--- config.mk ---
export PLATFORM = sky130hd
export DESIGN_NAME = control_unit_flat
export DESIGN_NICKNAME = d
export VERILOG_FILES = /design/src/rtl/control_unit_pkg.sv /design/src/rtl/control_unit_if.sv /design/src/rtl/control_unit_branch_cond.sv /design/src/rtl/control_unit.sv /design/src/flat_wrapper.sv
export SDC_FILE = /design/constraint.sdc
export NUM_CORES = 1
export LEC_CHECK = 0
export CELL_PAD_IN_SITES_DETAIL_PLACEMENT = 1
export CELL_PAD_IN_SITES_GLOBAL_PLACEMENT = 1
export CORE_ASPECT_RATIO = 0.8
export CORE_MARGIN = 5
export CORE_UTILIZATION = 30
export CTS_BUF_LIST = sky130_fd_sc_hd__clkbuf_4
export DETAILED_ROUTE_END_ITERATION = 10
export PLACE_DENSITY_LB_ADDON = 0.12
export SYNTH_ARGS = -nofsm -noshare
export SYNTH_HDL_FRONTEND = slang
export SYNTH_SLANG_ARGS = --single-unit
--- constraint.sdc ---
create_clock -name clk -period 1.9 [get_ports clk]
set_input_delay 0.38 -clock clk [delete_from_list [all_inputs] [get_ports clk]]
set_output_delay 0.38 -clock clk [all_outputs]
set_load 0.02 [all_outputs]
--- src/rtl/control_unit_pkg.sv ---
// Shared types for the K&S processor control path: instruction decode, FSM states,
// ALU op codes and the packed strobe bundle driven by the control unit.
package control_unit_pkg;

  typedef enum logic [3:0] {
    I_NOP    = 4'd0,
    I_LOAD   = 4'd1,
    I_STORE  = 4'd2,
    I_MOVE   = 4'd3,
    I_ADD    = 4'd4,
    I_SUB    = 4'd5,
    I_AND    = 4'd6,
    I_OR     = 4'd7,
    I_BRANCH = 4'd8,
    I_BZERO  = 4'd9,
    I_BNZERO = 4'd10,
    I_BNEG   = 4'd11,
    I_BNNEG  = 4'd12,
    I_BOV    = 4'd13,
    I_BNOV   = 4'd14,
    I_HALT   = 4'd15
  } decoded_instruction_type;

  typedef enum logic [3:0] {
    FETCH_1 = 4'd0,
    FETCH_2 = 4'd1,
    DECODE  = 4'd2,
    LOAD_1  = 4'd3,
    LOAD_2  = 4'd4,
    STORE_1 = 4'd5,
    EXEC    = 4'd6,
    BRANCH  = 4'd7,
    HALTED  = 4'd8
  } ctrl_state_t;

  localparam int unsigned OP_W = 2;

  localparam logic [OP_W-1:0] OP_ADD = 2'b00;
  localparam logic [OP_W-1:0] OP_SUB = 2'b01;
  localparam logic [OP_W-1:0] OP_AND = 2'b10;
  localparam logic [OP_W-1:0] OP_OR  = 2'b11;

  typedef struct packed {
    logic            branch;
    logic            pc_enable;
    logic            ir_enable;
    logic            addr_sel;
    logic            c_sel;
    logic [OP_W-1:0] operation;
    logic            write_reg_enable;
    logic            flags_reg_enable;
    logic            ram_write_enable;
    logic            halt;
  } ctrl_out_t;

  function automatic logic is_branch_instr(input decoded_instruction_type ins);
    return (ins inside {I_BRANCH, I_BZERO, I_BNZERO, I_BNEG, I_BNNEG, I_BOV, I_BNOV});
  endfunction

endpackage

--- src/rtl/control_unit_if.sv ---
// Control/status bundle between control_unit (master) and data_path (slave).
interface control_unit_if
  import control_unit_pkg::*;
#(
  parameter int unsigned CNT_W = 16
) ();

  decoded_instruction_type decoded_instruction;
  logic                    zero_op;
  logic                    neg_op;
  logic                    unsigned_overflow;
  logic                    signed_overflow;

  logic                    branch;
  logic                    pc_enable;
  logic                    ir_enable;
  logic                    addr_sel;
  logic                    c_sel;
  logic [OP_W-1:0]         operation;
  logic                    write_reg_enable;
  logic                    flags_reg_enable;
  logic                    ram_write_enable;
  logic                    halt;
  logic [CNT_W-1:0]        instr_retired;

  modport master (
    input  decoded_instruction, zero_op, neg_op, unsigned_overflow, signed_overflow,
    output branch, pc_enable, ir_enable, addr_sel, c_sel, operation,
           write_reg_enable, flags_reg_enable, ram_write_enable, halt, instr_retired
  );

  modport slave (
    output decoded_instruction, zero_op, neg_op, unsigned_overflow, signed_overflow,
    input  branch, pc_enable, ir_enable, addr_sel, c_sel, operation,
           write_reg_enable, flags_reg_enable, ram_write_enable, halt, instr_retired
  );

endinterface

--- src/rtl/control_unit_branch_cond.sv ---
// Combinational branch-condition evaluator: decides whether the current branch is taken.
module control_unit_branch_cond
  import control_unit_pkg::*;
#(
  parameter bit OV_FLAG_SIGNED = 1'b0
) (
  input  decoded_instruction_type i_decoded_instruction,
  input  logic                    i_zero_op,
  input  logic                    i_neg_op,
  input  logic                    i_unsigned_overflow,
  input  logic                    i_signed_overflow,
  output logic                    o_take_c
);

  logic w_ov;

  assign w_ov = OV_FLAG_SIGNED ? i_signed_overflow : i_unsigned_overflow;

  always_comb begin
    o_take_c = 1'b0;
    case (i_decoded_instruction)
      I_BRANCH: o_take_c = 1'b1;
      I_BZERO:  o_take_c = i_zero_op;
      I_BNZERO: o_take_c = ~i_zero_op;
      I_BNEG:   o_take_c = i_neg_op;
      I_BNNEG:  o_take_c = ~i_neg_op;
      I_BOV:    o_take_c = w_ov;
      I_BNOV:   o_take_c = ~w_ov;
      default:  o_take_c = 1'b0;
    endcase
  end

endmodule

--- src/rtl/control_unit.sv ---
// K&S processor control FSM: sequences fetch/decode/execute and drives all datapath strobes.
// Strobes are registered from the next state, so each state's outputs appear during that state.
module control_unit
  import control_unit_pkg::*;
#(
  parameter bit          OV_FLAG_SIGNED = 1'b0,
  parameter int unsigned CNT_W          = 16
) (
  input logic            clk,
  input logic            rst_n,
  control_unit_if.master ctrl
);

  ctrl_state_t      r_state;
  ctrl_state_t      w_state_nxt;
  ctrl_out_t        r_out;
  ctrl_out_t        w_out_nxt;
  logic [CNT_W-1:0] r_instr_retired;
  logic             w_take_c;

  control_unit_branch_cond #(
    .OV_FLAG_SIGNED(OV_FLAG_SIGNED)
  ) u_branch_cond (
    .i_decoded_instruction(ctrl.decoded_instruction),
    .i_zero_op            (ctrl.zero_op),
    .i_neg_op             (ctrl.neg_op),
    .i_unsigned_overflow  (ctrl.unsigned_overflow),
    .i_signed_overflow    (ctrl.signed_overflow),
    .o_take_c             (w_take_c)
  );

  // Next state, then the strobe pattern that state will present once entered
  always_comb begin
    w_state_nxt = r_state;
    w_out_nxt   = '0;

    case (r_state)
      FETCH_1: w_state_nxt = FETCH_2;
      FETCH_2: w_state_nxt = DECODE;
      DECODE: begin
        case (ctrl.decoded_instruction)
          I_LOAD:                             w_state_nxt = LOAD_1;
          I_STORE:                            w_state_nxt = STORE_1;
          I_ADD, I_SUB, I_AND, I_OR, I_MOVE:  w_state_nxt = EXEC;
          I_HALT:                             w_state_nxt = HALTED;
          default: w_state_nxt = is_branch_instr(ctrl.decoded_instruction) ? BRANCH : FETCH_1;
        endcase
      end
      LOAD_1:  w_state_nxt = LOAD_2;
      HALTED:  w_state_nxt = HALTED;
      default: w_state_nxt = FETCH_1;
    endcase

    case (w_state_nxt)
      FETCH_2: w_out_nxt.ir_enable = 1'b1;
      DECODE:  w_out_nxt.pc_enable = 1'b1;
      LOAD_1:  w_out_nxt.addr_sel  = 1'b1;
      LOAD_2: begin
        w_out_nxt.addr_sel         = 1'b1;
        w_out_nxt.c_sel            = 1'b1;
        w_out_nxt.write_reg_enable = 1'b1;
      end
      STORE_1: begin
        w_out_nxt.addr_sel         = 1'b1;
        w_out_nxt.ram_write_enable = 1'b1;
      end
      EXEC: begin
        w_out_nxt.write_reg_enable = 1'b1;
        case (ctrl.decoded_instruction)
          I_ADD: begin w_out_nxt.operation = OP_ADD; w_out_nxt.flags_reg_enable = 1'b1; end
          I_SUB: begin w_out_nxt.operation = OP_SUB; w_out_nxt.flags_reg_enable = 1'b1; end
          I_AND: begin w_out_nxt.operation = OP_AND; w_out_nxt.flags_reg_enable = 1'b1; end
          I_OR:  begin w_out_nxt.operation = OP_OR;  w_out_nxt.flags_reg_enable = 1'b1; end
          // MOVE passes A through A|A and leaves the flags untouched
          default: w_out_nxt.operation = OP_OR;
        endcase
      end
      BRANCH: begin
        if (w_take_c) begin
          w_out_nxt.pc_enable = 1'b1;
          w_out_nxt.branch    = 1'b1;
          w_out_nxt.addr_sel  = 1'b1;
        end
      end
      HALTED:  w_out_nxt.halt = 1'b1;
      default: w_out_nxt = '0;
    endcase
  end

  // State, strobes and retired-instruction counter
  always_ff @(posedge clk or negedge rst_n) begin
    if (!rst_n) begin
      r_state         <= FETCH_1;
      r_out           <= '0;
      r_instr_retired <= '0;
    end else begin
      r_state <= w_state_nxt;
      r_out   <= w_out_nxt;
      if (r_state == DECODE && r_instr_retired != {CNT_W{1'b1}}) begin
        r_instr_retired <= r_instr_retired + CNT_W'(1);
      end
    end
  end

  assign ctrl.branch           = r_out.branch;
  assign ctrl.pc_enable        = r_out.pc_enable;
  assign ctrl.ir_enable        = r_out.ir_enable;
  assign ctrl.addr_sel         = r_out.addr_sel;
  assign ctrl.c_sel            = r_out.c_sel;
  assign ctrl.operation        = r_out.operation;
  assign ctrl.write_reg_enable = r_out.write_reg_enable;
  assign ctrl.flags_reg_enable = r_out.flags_reg_enable;
  assign ctrl.ram_write_enable = r_out.ram_write_enable;
  assign ctrl.halt             = r_out.halt;
  assign ctrl.instr_retired    = r_instr_retired;

  a_one_writer: assert property (@(posedge clk) disable iff (!rst_n)
    $onehot0({r_out.write_reg_enable, r_out.ram_write_enable, r_out.ir_enable}));

  a_branch_pc: assert property (@(posedge clk) disable iff (!rst_n)
    r_out.branch |-> r_out.pc_enable);

endmodule

--- src/flat_wrapper.sv ---
// flat-port wrapper written by rule: the top's interface ports become plain ports
module control_unit_flat import control_unit_pkg::*;
#(
  parameter bit          OV_FLAG_SIGNED = 1'b0,
  parameter int unsigned CNT_W          = 16
)
  (clk, rst_n, ctrl_decoded_instruction, ctrl_zero_op, ctrl_neg_op, ctrl_unsigned_overflow, ctrl_signed_overflow, ctrl_branch, ctrl_pc_enable, ctrl_ir_enable, ctrl_addr_sel, ctrl_c_sel, ctrl_operation, ctrl_write_reg_enable, ctrl_flags_reg_enable, ctrl_ram_write_enable, ctrl_halt, ctrl_instr_retired);
  control_unit_if #(.CNT_W(CNT_W)) ctrl_i ();
  input logic clk;
  input logic rst_n;
  input wire logic [$bits(ctrl_i.decoded_instruction)-1:0] ctrl_decoded_instruction;
  input wire logic [$bits(ctrl_i.zero_op)-1:0] ctrl_zero_op;
  input wire logic [$bits(ctrl_i.neg_op)-1:0] ctrl_neg_op;
  input wire logic [$bits(ctrl_i.unsigned_overflow)-1:0] ctrl_unsigned_overflow;
  input wire logic [$bits(ctrl_i.signed_overflow)-1:0] ctrl_signed_overflow;
  output wire logic [$bits(ctrl_i.branch)-1:0] ctrl_branch;
  output wire logic [$bits(ctrl_i.pc_enable)-1:0] ctrl_pc_enable;
  output wire logic [$bits(ctrl_i.ir_enable)-1:0] ctrl_ir_enable;
  output wire logic [$bits(ctrl_i.addr_sel)-1:0] ctrl_addr_sel;
  output wire logic [$bits(ctrl_i.c_sel)-1:0] ctrl_c_sel;
  output wire logic [$bits(ctrl_i.operation)-1:0] ctrl_operation;
  output wire logic [$bits(ctrl_i.write_reg_enable)-1:0] ctrl_write_reg_enable;
  output wire logic [$bits(ctrl_i.flags_reg_enable)-1:0] ctrl_flags_reg_enable;
  output wire logic [$bits(ctrl_i.ram_write_enable)-1:0] ctrl_ram_write_enable;
  output wire logic [$bits(ctrl_i.halt)-1:0] ctrl_halt;
  output wire logic [$bits(ctrl_i.instr_retired)-1:0] ctrl_instr_retired;
  assign ctrl_i.decoded_instruction = ctrl_decoded_instruction;
  assign ctrl_i.zero_op = ctrl_zero_op;
  assign ctrl_i.neg_op = ctrl_neg_op;
  assign ctrl_i.unsigned_overflow = ctrl_unsigned_overflow;
  assign ctrl_i.signed_overflow = ctrl_signed_overflow;
  assign ctrl_branch = ctrl_i.branch;
  assign ctrl_pc_enable = ctrl_i.pc_enable;
  assign ctrl_ir_enable = ctrl_i.ir_enable;
  assign ctrl_addr_sel = ctrl_i.addr_sel;
  assign ctrl_c_sel = ctrl_i.c_sel;
  assign ctrl_operation = ctrl_i.operation;
  assign ctrl_write_reg_enable = ctrl_i.write_reg_enable;
  assign ctrl_flags_reg_enable = ctrl_i.flags_reg_enable;
  assign ctrl_ram_write_enable = ctrl_i.ram_write_enable;
  assign ctrl_halt = ctrl_i.halt;
  assign ctrl_instr_retired = ctrl_i.instr_retired;
  control_unit #(.OV_FLAG_SIGNED(OV_FLAG_SIGNED), .CNT_W(CNT_W)) u_core (.clk(clk), .rst_n(rst_n), .ctrl(ctrl_i));
endmodule
==> impl_metrics.sql <==
INSERT INTO impl_metrics (metric_group, metric, value, unit) VALUES
('status', 'status', 'finished with violations', ''),
('status', 'failing_checks', 'negative setup slack', ''),
('critical_path', 'worstPathArrival', '2180', 'ps'),
('critical_path', 'required', '2170', 'ps'),
('drt', 'detailroute.via_count', '1299', ''),
('drt', 'detailedRoute.firstPassIterationCount', '4', ''),
('floorplanning', 'die_width', '90.2', 'um'),
('critical_path', 'timing.rr.end', 'u_core.ctrl.instr_retired[9]$_DFFE_PN0P_', ''),
('timing', 'layout_worst_path_cycle_share', '100', '%'),
('yosys', 'netlist_area', '1540', 'um2'),
('critical_path', 'critical_path.startpoint_type', 'register', ''),
('run', 'max_cap_violations', '0', ''),
('yosys', 'synth-edff-count', '0', ''),
('clocking', 'clock_path_buffers', '2', ''),
('global_route', 'globalRouteTotalUtil', '13.1', '%'),
('timing', 'fin_ws', '-8.83', 'ps'),
('yosys', 'synth.distinct_cells', '44', ''),
('timing', 'grt_setup_unrepaired', 'yes', ''),
('yosys', 'synth_fp_nets', '147', ''),
('floorplanning', 'floorplan.die_area', '6690', 'um2'),
('yosys', 'avgSynthCellArea', '11.3', 'um2'),
('clocking', 'ctsRootBufferMaster', 'sky130_fd_sc_hd__clkbuf_4', ''),
('critical_path', 'reg2reg_depth', '4', ''),
('drt', 'vias_per_cell', '4.92', ''),
('critical_path', 'worstReg2RegStart', 'u_core.r_state[0]$_DFF_PN0_', ''),
('clocking', 'cts_tree', 'built', ''),
('clocking', 'worst_setup_hold_path_clk_slew', '110', 'ps'),
('cells_and_area', 'fillers', '550', ''),
('critical_path', 'crit_path_end_kind', 'register', ''),
('critical_path', 'crit_start', 'u_core.r_state[0]$_DFF_PN0_', ''),
('global_route', 'grt_antenna_before_repair', '0', ''),
('clocking', 'cts_inserted_buffers', '5', ''),
('critical_path', 'crit_end', 'u_core.ctrl.instr_retired[9]$_DFFE_PN0P_', ''),
('timing', 'timing.final.hold_violations', '0', ''),
('timing', 'final-setup-viol-count', '1', ''),
('critical_path', 'worst-path-max-fanout', '6', ''),
('floorplanning', 'io_pins', '37', ''),
('yosys', 'synth-seq-cells', '31', ''),
('yosys', 'post-synth-top-area-cell', 'sky130_fd_sc_hd__dfrtp_1', ''),
('timing', 'timing_worst_slew_pin_value', '531', 'ps'),
('yosys', 'postSynthCellCount', '136', ''),
('timing', 'drv_slew', '0', ''),
('drt', 'wire_per_inst', '16.0', 'um'),
('timing', 'fin_worst_hold_slack', '430', 'ps'),
('cells_and_area', 'postLayoutCellArea', '2260', 'um2'),
('cells_and_area', 'diodes', '0', ''),
('floorplanning', 'floorplan.initialDensity', '30.8', '%'),
('yosys', 'synth-async-reset-ratio', '100', '%'),
('place', 'post-place-cells', '254', ''),
('place', 'dp_slack', '-264', 'ps'),
('global_route', 'gr-total-overflow', '0', ''),
('timing', 'maxClockFrequency', '0.524', 'GHz'),
('cells_and_area', 'post_synthesis_to_final_layout_area_growth', '46.4', '%'),
('yosys', 'yosys-top-cells-area', 'sky130_fd_sc_hd__dfrtp_1 (50%), sky130_fd_sc_hd__xor2_1 (6.2%), sky130_fd_sc_hd__buf_6 (2.2%)', ''),
('yosys', 'dominantRegCellSynth', 'sky130_fd_sc_hd__dfrtp_1', ''),
('power_and_ir_drop', 'cellPowerDensity', '548', 'nW/um2'),
('cells_and_area', 'final-instance-count-excl-fill', '264', ''),
('place', 'place.port_buffers', '35', ''),
('place', 'placed_area', '2130', 'um2'),
('critical_path', 'timing.reg2reg.setup_slack', '-9', 'ps'),
('place', 'detailedPlacementHpwl', '3150', 'um'),
('power_and_ir_drop', 'vdd.ir_drop.worst', '0.304', 'mV'),
('cells_and_area', 'drive_above_1_share', '29.2', '%'),
('timing', 'min_tclk_post_route', '1910', 'ps'),
('yosys', 'synth_top_area_share', '50.3', '%'),
('global_route', 'vias_in_the_first_global_route', '1421', ''),
('clocking', 'insertion_delay', '340', 'ps'),
('worst_hold_path', 'worst_hold_path_type', 'input pin to async pin', ''),
('drt', 'antenna_violating_nets_post_route', '0', ''),
('critical_path', 'timing.setup.critical_path_class', 'register to register', ''),
('cells_and_area', 'final_stage_net_count', '212', '');
==> power breakdown <==
group | internal, uW | total [uW] | switching (uW)
Sequential | 659 | 659 | 0
Clock | 271 | 510 | 239
Combinational | 33.8 | 68.6 | 34.8
==> logic make-up after synthesis <==
| family | share of synthesized area (%) |
|---|---|
| compound gates | 9.73 |
| xor+xnor | 6.24 |
| fa+ha+maj | 0.811 |
| buf+inv | 3.41 |
| flops | 50.3 |
| mux | 2.19 |
| simple gates | 27.3 |
==> through the flow <==
stage | utilization [%] | power [uW] | setup TNS [ps]
after global routing | 45.1 | 1290 | -584
after CTS | 44.2 | 1260 | -60.9
after detailed placement | 42.5 | 742 | -1420
final | 45.1 | 1240 | -8.83
after floorplan | - | 692 | -315
after global placement | 42.5 | 739 | -1060
==> layer usage <==
metal	vias to the layer above	GRT usage [%]	wire length (um)	share of wire, %
met5	-	0	0	0
met4	0	3.47	23	0.54
met3	2	3.94	165	3.9
met2	19	22.7	2080	49
met1	646	16.1	1960	46
li1	632	-	-	-
==> placed cells by master, fill, tap and decap left out, types with 3 or more instances in the layout <==
master / count
sky130_fd_sc_hd__inv_1: 3
sky130_fd_sc_hd__clkbuf_4: 5
sky130_fd_sc_hd__clkdlybuf4s50_1: 33
sky130_fd_sc_hd__mux2_2: 3
sky130_fd_sc_hd__buf_4: 28
sky130_fd_sc_hd__o21ai_0: 4
sky130_fd_sc_hd__nor3_1: 3
sky130_fd_sc_hd__dfrtp_1: 29
sky130_fd_sc_hd__nand2_1: 8
sky130_fd_sc_hd__nand2b_1: 3
sky130_fd_sc_hd__nor2_1: 7
sky130_fd_sc_hd__a21oi_1: 3
sky130_fd_sc_hd__nand3_1: 4
sky130_fd_sc_hd__nand4_1: 5
sky130_fd_sc_hd__xor2_1: 11
sky130_fd_sc_hd__nor3_2: 4
==> worst min-delay path by stage <==
stage	slack [ps]	startpoint	cells after the start	to
after floorplan	80	rst_n	0	u_core.ctrl.addr_sel$_DFF_PN0_
after global routing	460	rst_n	2	u_core.ctrl.instr_retired[9]$_DFFE_PN0P_
after global placement	500	u_core.ctrl.instr_retired[9]$_DFFE_PN0P_	1	u_core.ctrl.instr_retired[9]$_DFFE_PN0P_
after CTS	440	rst_n	2	u_core.ctrl.ir_enable$_DFF_PN0_
final	430	rst_n	2	u_core.ctrl.instr_retired[10]$_DFFE_PN0P_
after detailed placement	510	u_core.ctrl.instr_retired[9]$_DFFE_PN0P_	1	u_core.ctrl.instr_retired[9]$_DFFE_PN0P_
==> sequential cells by signal (all words and copies together), names as in the netlist <==
signal                        count
u_core.r_state                    4
u_core.ctrl.c_sel                 1
u_core.ctrl.ir_enable             1
u_core.ctrl.instr_retired        16
u_core.ctrl.ram_write_enable      1
u_core.ctrl.addr_sel              1
u_core.ctrl.flags_reg_enable      1
u_core.ctrl.branch                1
u_core.ctrl.pc_enable             1
u_core.ctrl.halt                  1
u_core.ctrl.operation             2
u_core.ctrl.write_reg_enable      1
==> worst max-delay path, stage by stage, from the launching register on <==
cell	delay (ps)
sky130_fd_sc_hd__dfrtp_2	450
sky130_fd_sc_hd__or4b_4	520
sky130_fd_sc_hd__or3_4	420
sky130_fd_sc_hd__nor4b_4	290
sky130_fd_sc_hd__xor2_1	160
==> layout make-up <==
type	instances	area (um2)	share of cell area, %
Inverter	3	11.3	0.499
Clock inverter	3	38.8	1.72
Tap cell	62	77.6	3.43
Sequential cell	31	778	34.5
Clock buffer	5	37.5	1.66
Timing Repair Buffer	63	566	25.0
Multi-Input combinational cell	97	749	33.2
==> Yosys cell counts (2+ instances only) <==
cell,number
sky130_fd_sc_hd__a21oi_1,3
sky130_fd_sc_hd__a311oi_1,2
sky130_fd_sc_hd__a31oi_1,3
sky130_fd_sc_hd__a32o_1,2
sky130_fd_sc_hd__and2_1,2
sky130_fd_sc_hd__and3_1,2
sky130_fd_sc_hd__and4b_1,2
sky130_fd_sc_hd__buf_6,3
sky130_fd_sc_hd__clkbuf_1,2
sky130_fd_sc_hd__dfrtp_1,31
sky130_fd_sc_hd__inv_1,3
sky130_fd_sc_hd__mux2_2,3
sky130_fd_sc_hd__nand2_1,8
sky130_fd_sc_hd__nand2b_1,3
sky130_fd_sc_hd__nand3_1,4
sky130_fd_sc_hd__nand4_1,5
sky130_fd_sc_hd__nor2_1,8
sky130_fd_sc_hd__nor3_1,6
sky130_fd_sc_hd__nor3_2,2
sky130_fd_sc_hd__nor3b_2,2
sky130_fd_sc_hd__o21a_1,2
sky130_fd_sc_hd__o21ai_0,4
sky130_fd_sc_hd__or3_1,2
sky130_fd_sc_hd__or3b_2,2
sky130_fd_sc_hd__xor2_1,11
==> what timing repair did <==
action                                 in CTS  in global routing
setup buffers                               0                  2
setup endpoints to repair                   3                 16
resized for setup                           1                  9
pin swaps                                   0                  2
endpoints found under the hold margin       0                  0
gates cloned                                0                  0
Power figures use the tool's default switching activity.
